## config.mk

```make
export PLATFORM = sky130hd
export DESIGN_NAME = vga_sync_gen
export DESIGN_NICKNAME = d
export VERILOG_FILES = /design/src/rtl/vga_sync_gen.sv
export SDC_FILE = /design/constraint.sdc
export NUM_CORES = 1
export LEC_CHECK = 0
export ABC_AREA = 1
export ABC_CLOCK_PERIOD_IN_PS = 2900
export BUFFER_PORTS_ARGS = -buffer_cell sky130_fd_sc_hd__buf_2
export CORE_MARGIN = 2
export CORE_UTILIZATION = 55
export CTS_BUF_LIST = sky130_fd_sc_hd__clkbuf_2
export DETAILED_ROUTE_END_ITERATION = 16
export GPL_TIMING_DRIVEN = 0
export PLACE_DENSITY = 0.78
export SYNTH_ARGS = -nofsm -noshare
export SYNTH_HDL_FRONTEND = slang
export SYNTH_SLANG_ARGS = --single-unit
export TNS_END_PERCENT = 5
```

## constraint.sdc

```tcl
create_clock -name clk_in -period 2.9 [get_ports clk_in]
set_input_delay 0 -clock clk_in [delete_from_list [all_inputs] [get_ports clk_in]]
set_output_delay 0 -clock clk_in [all_outputs]
set_load 0.005 [all_outputs]
```

## src/rtl/vga_sync_gen.sv

```systemverilog
// 640x480@60 VGA timing generator with a 2x-upscaled frame buffer read port.
// The address stage runs one cycle ahead of the sync/pixel stage so BRAM read data lines up with video_on.
module vga_sync_gen #(
  parameter int   H_ACTIVE  = 640,
  parameter int   H_FP      = 16,
  parameter int   H_SYNC    = 96,
  parameter int   H_BP      = 48,
  parameter int   V_ACTIVE  = 480,
  parameter int   V_FP      = 10,
  parameter int   V_SYNC    = 2,
  parameter int   V_BP      = 33,
  parameter logic SYNC_POL  = 1'b0,
  parameter int   FB_WIDTH  = 320,
  parameter int   FB_ADDR_W = 17
) (
  input  logic                 clk_in,
  input  logic                 reset,
  output logic                 hsync,
  output logic                 vsync,
  output logic                 video_on,
  output logic [9:0]           pixel_x,
  output logic [9:0]           pixel_y,
  output logic                 line_start,
  output logic                 frame_start,
  output logic                 fb_rd_en,
  output logic [FB_ADDR_W-1:0] fb_addr
);

  localparam int H_TOTAL = H_ACTIVE + H_FP + H_SYNC + H_BP;
  localparam int V_TOTAL = V_ACTIVE + V_FP + V_SYNC + V_BP;

  localparam logic [9:0] L_H_ACTIVE = 10'(H_ACTIVE);
  localparam logic [9:0] L_V_ACTIVE = 10'(V_ACTIVE);
  localparam logic [9:0] L_H_LAST   = 10'(H_TOTAL - 1);
  localparam logic [9:0] L_V_LAST   = 10'(V_TOTAL - 1);
  localparam logic [9:0] L_HS_FIRST = 10'(H_ACTIVE + H_FP);
  localparam logic [9:0] L_HS_LAST  = 10'(H_ACTIVE + H_FP + H_SYNC - 1);
  localparam logic [9:0] L_VS_FIRST = 10'(V_ACTIVE + V_FP);
  localparam logic [9:0] L_VS_LAST  = 10'(V_ACTIVE + V_FP + V_SYNC - 1);

  // Constant multiply by FB_WIDTH unrolled into a sum of shifted copies of the row index.
  function automatic logic [FB_ADDR_W-1:0] mulFbWidth(input logic [8:0] row);
    logic [FB_ADDR_W-1:0] acc;
    acc = '0;
    for (int b = 0; b < FB_ADDR_W; b++) begin
      if (((FB_WIDTH >> b) & 1) != 0) acc = acc + (FB_ADDR_W'(row) << b);
    end
    return acc;
  endfunction

  logic [9:0]           r_hCnt;
  logic [9:0]           r_vCnt;
  logic [9:0]           r_hDly;
  logic [9:0]           r_vDly;
  logic                 r_rdEn;
  logic [FB_ADDR_W-1:0] r_addr;
  logic                 r_videoOn;
  logic                 r_hsync;
  logic                 r_vsync;
  logic [9:0]           r_pixelX;
  logic [9:0]           r_pixelY;
  logic                 r_lineStart;
  logic                 r_frameStart;

  logic                 w_visible;
  logic [FB_ADDR_W-1:0] w_rowBase;
  logic [FB_ADDR_W-1:0] w_addr;
  logic                 w_inHsync;
  logic                 w_inVsync;

  assign w_visible = (r_hCnt < L_H_ACTIVE) && (r_vCnt < L_V_ACTIVE);
  assign w_rowBase = mulFbWidth(r_vCnt[9:1]);
  assign w_addr    = w_rowBase + FB_ADDR_W'(r_hCnt[9:1]);
  assign w_inHsync = (r_hDly >= L_HS_FIRST) && (r_hDly <= L_HS_LAST);
  assign w_inVsync = (r_vDly >= L_VS_FIRST) && (r_vDly <= L_VS_LAST);

  always_ff @(posedge clk_in) begin
    if (reset) begin
      r_hCnt <= '0;
      r_vCnt <= '0;
    end else if (r_hCnt == L_H_LAST) begin
      r_hCnt <= '0;
      r_vCnt <= (r_vCnt == L_V_LAST) ? 10'd0 : r_vCnt + 10'd1;
    end else begin
      r_hCnt <= r_hCnt + 10'd1;
    end
  end

  // Stage 1: frame buffer address plus a delayed copy of the counters for stage 2.
  always_ff @(posedge clk_in) begin
    if (reset) begin
      r_rdEn <= 1'b0;
      r_addr <= '0;
      r_hDly <= '0;
      r_vDly <= '0;
    end else begin
      r_rdEn <= w_visible;
      if (w_visible) r_addr <= w_addr;
      r_hDly <= r_hCnt;
      r_vDly <= r_vCnt;
    end
  end

  // Stage 2: pulses are gated by the delayed visible flag so the cleared delay registers never fake a pixel (0,0).
  always_ff @(posedge clk_in) begin
    if (reset) begin
      r_videoOn    <= 1'b0;
      r_hsync      <= ~SYNC_POL;
      r_vsync      <= ~SYNC_POL;
      r_pixelX     <= '0;
      r_pixelY     <= '0;
      r_lineStart  <= 1'b0;
      r_frameStart <= 1'b0;
    end else begin
      r_videoOn    <= r_rdEn;
      r_hsync      <= w_inHsync ? SYNC_POL : ~SYNC_POL;
      r_vsync      <= w_inVsync ? SYNC_POL : ~SYNC_POL;
      r_pixelX     <= r_rdEn ? r_hDly : 10'd0;
      r_pixelY     <= r_rdEn ? r_vDly : 10'd0;
      r_lineStart  <= r_rdEn && (r_hDly == 10'd0);
      r_frameStart <= r_rdEn && (r_hDly == 10'd0) && (r_vDly == 10'd0);
    end
  end

  assign hsync       = r_hsync;
  assign vsync       = r_vsync;
  assign video_on    = r_videoOn;
  assign pixel_x     = r_pixelX;
  assign pixel_y     = r_pixelY;
  assign line_start  = r_lineStart;
  assign frame_start = r_frameStart;
  assign fb_rd_en    = r_rdEn;
  assign fb_addr     = r_addr;

endmodule
```

After elaboration in Yosys (flattened, before gate mapping)
Cells that the tools add are included.
W data, S select, Z words.

storage, ports and cells
  bits of input ports = 2
  ROM bits = 0
  memories kept = 0
  register bits = 83
  RAM bits = 0
  latch bits = 0
  output and inout port bits = 43

operators by class
  multiply operators = 0
  divide/modulo/power cells = 0
  shifts and indexed selects = 0
  reductions and logical operators = 9
  $add $sub $neg = 4
  bitwise gates (word level) = 1
  muxes and demuxes = 3
  equal/unequal tests = 2
  magnitude comparators = 6

operator list
  cell                     number
  $add A10 B1 Y10 const B  2
  $eq A10 B10 Y1 const B   2
  $logic_not A10 Y1        2
  $add A15 B17 Y17         1
  $add A17 B9 Y17          1
  $ge A10 B10 Y1 const B   1
  $ge A10 B9 Y1 const B    1
  $le A10 B10 Y1 const B   1
  $le A10 B9 Y1 const B    1
  $lt A10 B10 Y1 const B   1
  $lt A10 B9 Y1 const B    1
  $mux W10                 1
  $logic_and A1 B1 Y1      5
  $reduce_or A2 Y1         2
  $mux W1                  2
  $not A1 Y1               1

Logic depth before layout (Yosys ltp)
  depth after elaboration = 3
  gate-level depth with buffers = 13

Least setup slack after synthesis
No wires, ideal clock.

  path kind = reg2reg
  start point = register r_hCnt[9]
  end point = register r_addr[13] (netlist: fb_addr[13])
  path slack = 893 ps
  clock period less this slack = 2,007 ps
  buffers on the path = 0
  setup time = 117 ps
  arrival = 1,890 ps
  required time = 2,783 ps
  stages on the path, launching flop included = 12
  cells stage by stage = dfxtp_1 -> inv_1 -> fa_1 -> fa_1 -> inv_1 -> nand2_1 -> nand2_1 -> nand3b_1 -> nand3_1 -> nand2_1 -> nor2_1 -> nor2_1

between the ends
  longest elaborated chain between the ends = 2
  elaborated cells on any way between the ends = 3
  classes of those cells = add/sub (1); order compare (1); reduce/logical (1)

ends and longest elaborated chain
  item                                                                     line  RTL
  from (decl)                                                              51    logic [9:0] r_hCnt;
  from (signal assigned)                                                   85    r_hCnt <= r_hCnt + 10'd1;
  parallel branches: the longest is 2 deep, another holds $add A17 B9 Y17  n/a
  to (signal assigned)                                                     98    if (w_visible) r_addr <= w_addr;
  to (decl)                                                                56    logic [FB_ADDR_W-1:0] r_addr;

Several ways; the timed one is not identified.
A chain may end at the register's enable or synchronous reset.

Final worst setup path
  start point = register r_vCnt[1]
  end point = register r_addr[13] (netlist: fb_addr[13])

between the ends
  longest elaborated chain between the ends = 2
  elaborated cells on any way between the ends = 4
  classes of those cells = add/sub (2); order compare (1); reduce/logical (1)

ends and longest elaborated chain
  item                                                    line    RTL
  from (decl)                                             52      logic [9:0] r_vCnt;
  from (signal assigned)                                  83      r_vCnt <= (r_vCnt == L_V_LAST) ? 10'd0 : r_vCnt + 10'd1;
  $add A15 B17 Y17 or $lt A10 B9 Y1 (tied branches)       46, 71
  $add A17 B9 Y17 or $logic_and A1 B1 Y1 (tied branches)  73, 71

Parallel ways exist; a longest one is shown, timed or not.

==> results.yml <==
floorplan:
  coreArea_um2: 6277
  initial_core_util_pct: 56.27
  row_count: 29
  die-area_um2: 7079
  die_y_um: 84.14
  pin_count: 45
  die_x_um: 84.14
power_and_ir_drop:
  powerDensity_nw_per_um2: 457.5
  p_seq_share_pct: 63.9
  netSwitchingFraction_pct: 24.42
  leakagePower_nw: 1.962
  pwr-share-clk_pct: 33.5
  pwr-share-comb_pct: 2.6
  p_total_mw: 1.820
  switchingPower_uw: 444.3
  p_int_mw: 1.375
  irDropWorstVdd_mv: 0.3747
place:
  gp_congestion: 0.8497
  io_buffer_count: 44
  place_hpwl_mm: 5.078
  detailed_place.area_um2: 3849
clock_network:
  root_buffer: "clkbuf_2"
  clkLatencyLatePin_ns: 0.53
  cts_buffer_depth: 2
  clk_pin_slew_worst_paths_ns: 0.23
  htree_levels: 3
  cts_made_buffers: 9
  cts_tree: "done"
  cts_sinks: 83
grt:
  grt_pass1_wl_mm: 11.30
  grt_usage_pct: 19.95
  grt-ovfl-total: 0
  grt_max_degree: 16
  antenna_found_initial: 0
  grt_pass1_vias: 2658
synthesis:
  synth_cells: 460
  ys_ff_latch: 83
  ys.flop_type: "dfxtp_1"
  syn_nets: 484
  yosysWarningCount: 0
  async_reset_ff_share_pct: 0
  yosysSeqAreaShare_pct: 47.04
  syn-cell-area_um2: 3532
  synth-edff-count: 0
  synth_area_per_cell_um2: 7.679
  synth_cell_types: 32
setup_path:
  worst-setup-path-type: "reg2reg"
  timing.critical_path.from: "r_vCnt[1]"
  worstSetupEndpointType: "flip-flop"
  rr_startpoint: "r_vCnt[1]"
  r2r_cells: 11
  required_ns: 3.37
  arrival_ns: 2.72
  start_kind: "flip-flop"
  rr_endpoint: "fb_addr[13]"
  cp-endpoint: "fb_addr[13]"
  r2r_setup_slack_ns: 0.65
  crit_fanout: 4
cells_and_area:
  diodes: 0
  final_net_count: 540
  drive_gt1_share_pct: 14.97
  fillers: 580
  multi_input_area_um2: 1506
  final_cell_area_um2: 3978
  seq_area_um2: 1662
  area_growth_pct: 12.61
route:
  vias: 2903
  top_layer: "met4"
  drt-met1-wl_mm: 3.274
  dr.pass1.iters: 4
  antenna_left: 0
  wl_mm: 6.718
  vias_per_cell: 4.855
  avgRoutedWirePerCell_um: 11.23
  wl_met2_mm: 2.987
  remaining_drc_errors: 0
  drt_iter0_drc: 156
  wl_met3_um: 318
sta:
  maxSlewViolCount: 0
  fin_crit_ns: 2.249
  max_freq_mhz: 444.6
  finalClockSkew_ns: 0.02455
  setup_viol: 0
  tightest_slew_ns: 0.6199
  setup_tns_ns: 0
  final_hold_viol_count: 0
  max-slew-margin-rel_pct: 58.67
  rsz0062_at_grt: "no"
  holdWs_ns: 0.2303
  fin_crit_sh_pct: 77.56
worst_hold_path:
  min_path_type: "in2reg"
status:
  outcome: "finished clean"
flow_run:
  max_cap_violations: 0
-- logic make-up (layout without fill, tap and decap cells) --
kind of cell             after synthesis  in the layout  synth area share (%)
buffers and inverters                 91            152                 10.31
AND/OR/NAND/NOR                      222            222                 27.59
adder cells (fa/ha/maj)               22             22                 8.218
flip-flops                            83             83                 47.04
AO/OA/AOI/OAI                         35             35                 5.101
XOR/XNOR                               7              7                 1.736
-- cells in the final DEF, fill, tap and decap left out, types with 7 or more instances in the layout --
| cell type | synthesis | layout |
|---|---|---|
| nand3_1 | 26 | 26 |
| dfxtp_1 | 83 | 83 |
| inv_1 | 76 | 76 |
| clkbuf_2 | 0 | 9 |
| o21ai_0 | 17 | 17 |
| buf_2 | 3 | 47 |
| nand2_1 | 72 | 72 |
| nand4_1 | 9 | 9 |
| ha_1 | 20 | 20 |
| nor4_1 | 7 | 7 |
| a21oi_1 | 13 | 13 |
| nor2_1 | 92 | 92 |
-- critical path, cell delays in order, from the launching register on --
cell and delay [ns]:
dfxtp_1 0.47, inv_1 0.13, fa_1 0.53, fa_1 0.48
inv_1 0.07, nand2_1 0.04, nand2_1 0.10, nand3b_1 0.11
nand3_1 0.08, nand2_1 0.05, nor2_1 0.09, nor2_1 0.04
-- worst min-delay path by stage --
stage	startpoint	end	slack, ns	depth (start not counted)
global route	reset	r_vDly[1]	0.18	3
finish	reset	r_vDly[1]	0.23	3
CTS	reset	r_vDly[1]	0.21	3
floorplan	reset	r_vDly[1]	0.08	1
detailed placement	reset	r_vDly[1]	0.25	2
global placement	reset	r_vDly[1]	0.25	2
-- Yosys cell counts (4+ instances only) --
library cell   n  share of area (%)
nor2_1        92                9.8
xor2_1         5                1.2
ha_1          20                7.1
a21oi_1       13                1.8
nor4_1         7                1.2
clkbuf_1       4               0.42
nand2_1       72                7.7
dfxtp_1       83                 47
inv_1         76                8.1
nand4_1        9                1.6
nand3_1       26                3.7
nor3_1         4               0.57
o21ai_0       17                2.4
-- state kept, by name, summed over array words and instances, names as in the netlist --
signal,cells
pixel_x,10
fb_rd_en,1
pixel_y,10
r_vDly,10
frame_start,1
video_on,1
vsync,1
fb_addr,17
r_vCnt,10
hsync,1
r_hDly,10
line_start,1
r_hCnt,10
-- power by group through the flow --
stage          clock [mW]  sequential [mW]  combinational (mW)
6_report            0.610             1.16              0.0477
5_1_grt             0.672             1.17              0.0541
4_1_cts             0.624             1.16              0.0481
3_5_place_dp            0             1.18              0.0468
3_3_place_gp            0             1.18              0.0460
2_1_floorplan           0             1.18              0.0297
-- stage by stage --
step | util (%) | setup WS [ns] | cells
finish | 63.36 | 0.6507 | 598
global placement | 61.31 | 0.6884 | 581
CTS | 63.36 | 0.6363 | 598
global route | 63.36 | 0.3824 | 598
detailed placement | 61.31 | 0.6701 | 581
floorplan | - | 0.8927 | 460
-- metal layers --
metal	vias to the layer above	global-route usage [%]
li1	1551	-
met1	1266	25.09
met2	73	32.83
met3	13	5.015
met4	0	8.211
met5	-	0
-- area by class of cell --
cell class / instances / area share [%]
Sequential cell: 83 / 41.77
Tap cell: 77 / 2.422
Clock inverter: 7 / 1.856
Multi-Input combinational cell: 286 / 37.87
Timing Repair Buffer: 45 / 5.788
Buffer: 12 / 1.699
Inverter: 79 / 7.455
Clock buffer: 9 / 1.132
-- timing repair --
action | CTS | global route
endpoints found under the hold margin | 3 | 0
buffers inserted | 0 | 0
hold buffers | 1 | 0
gates resized for setup | 0 | 0
setup endpoints to repair | 0 | 0
No activity file was read; power rests on OpenSTA's default activity.
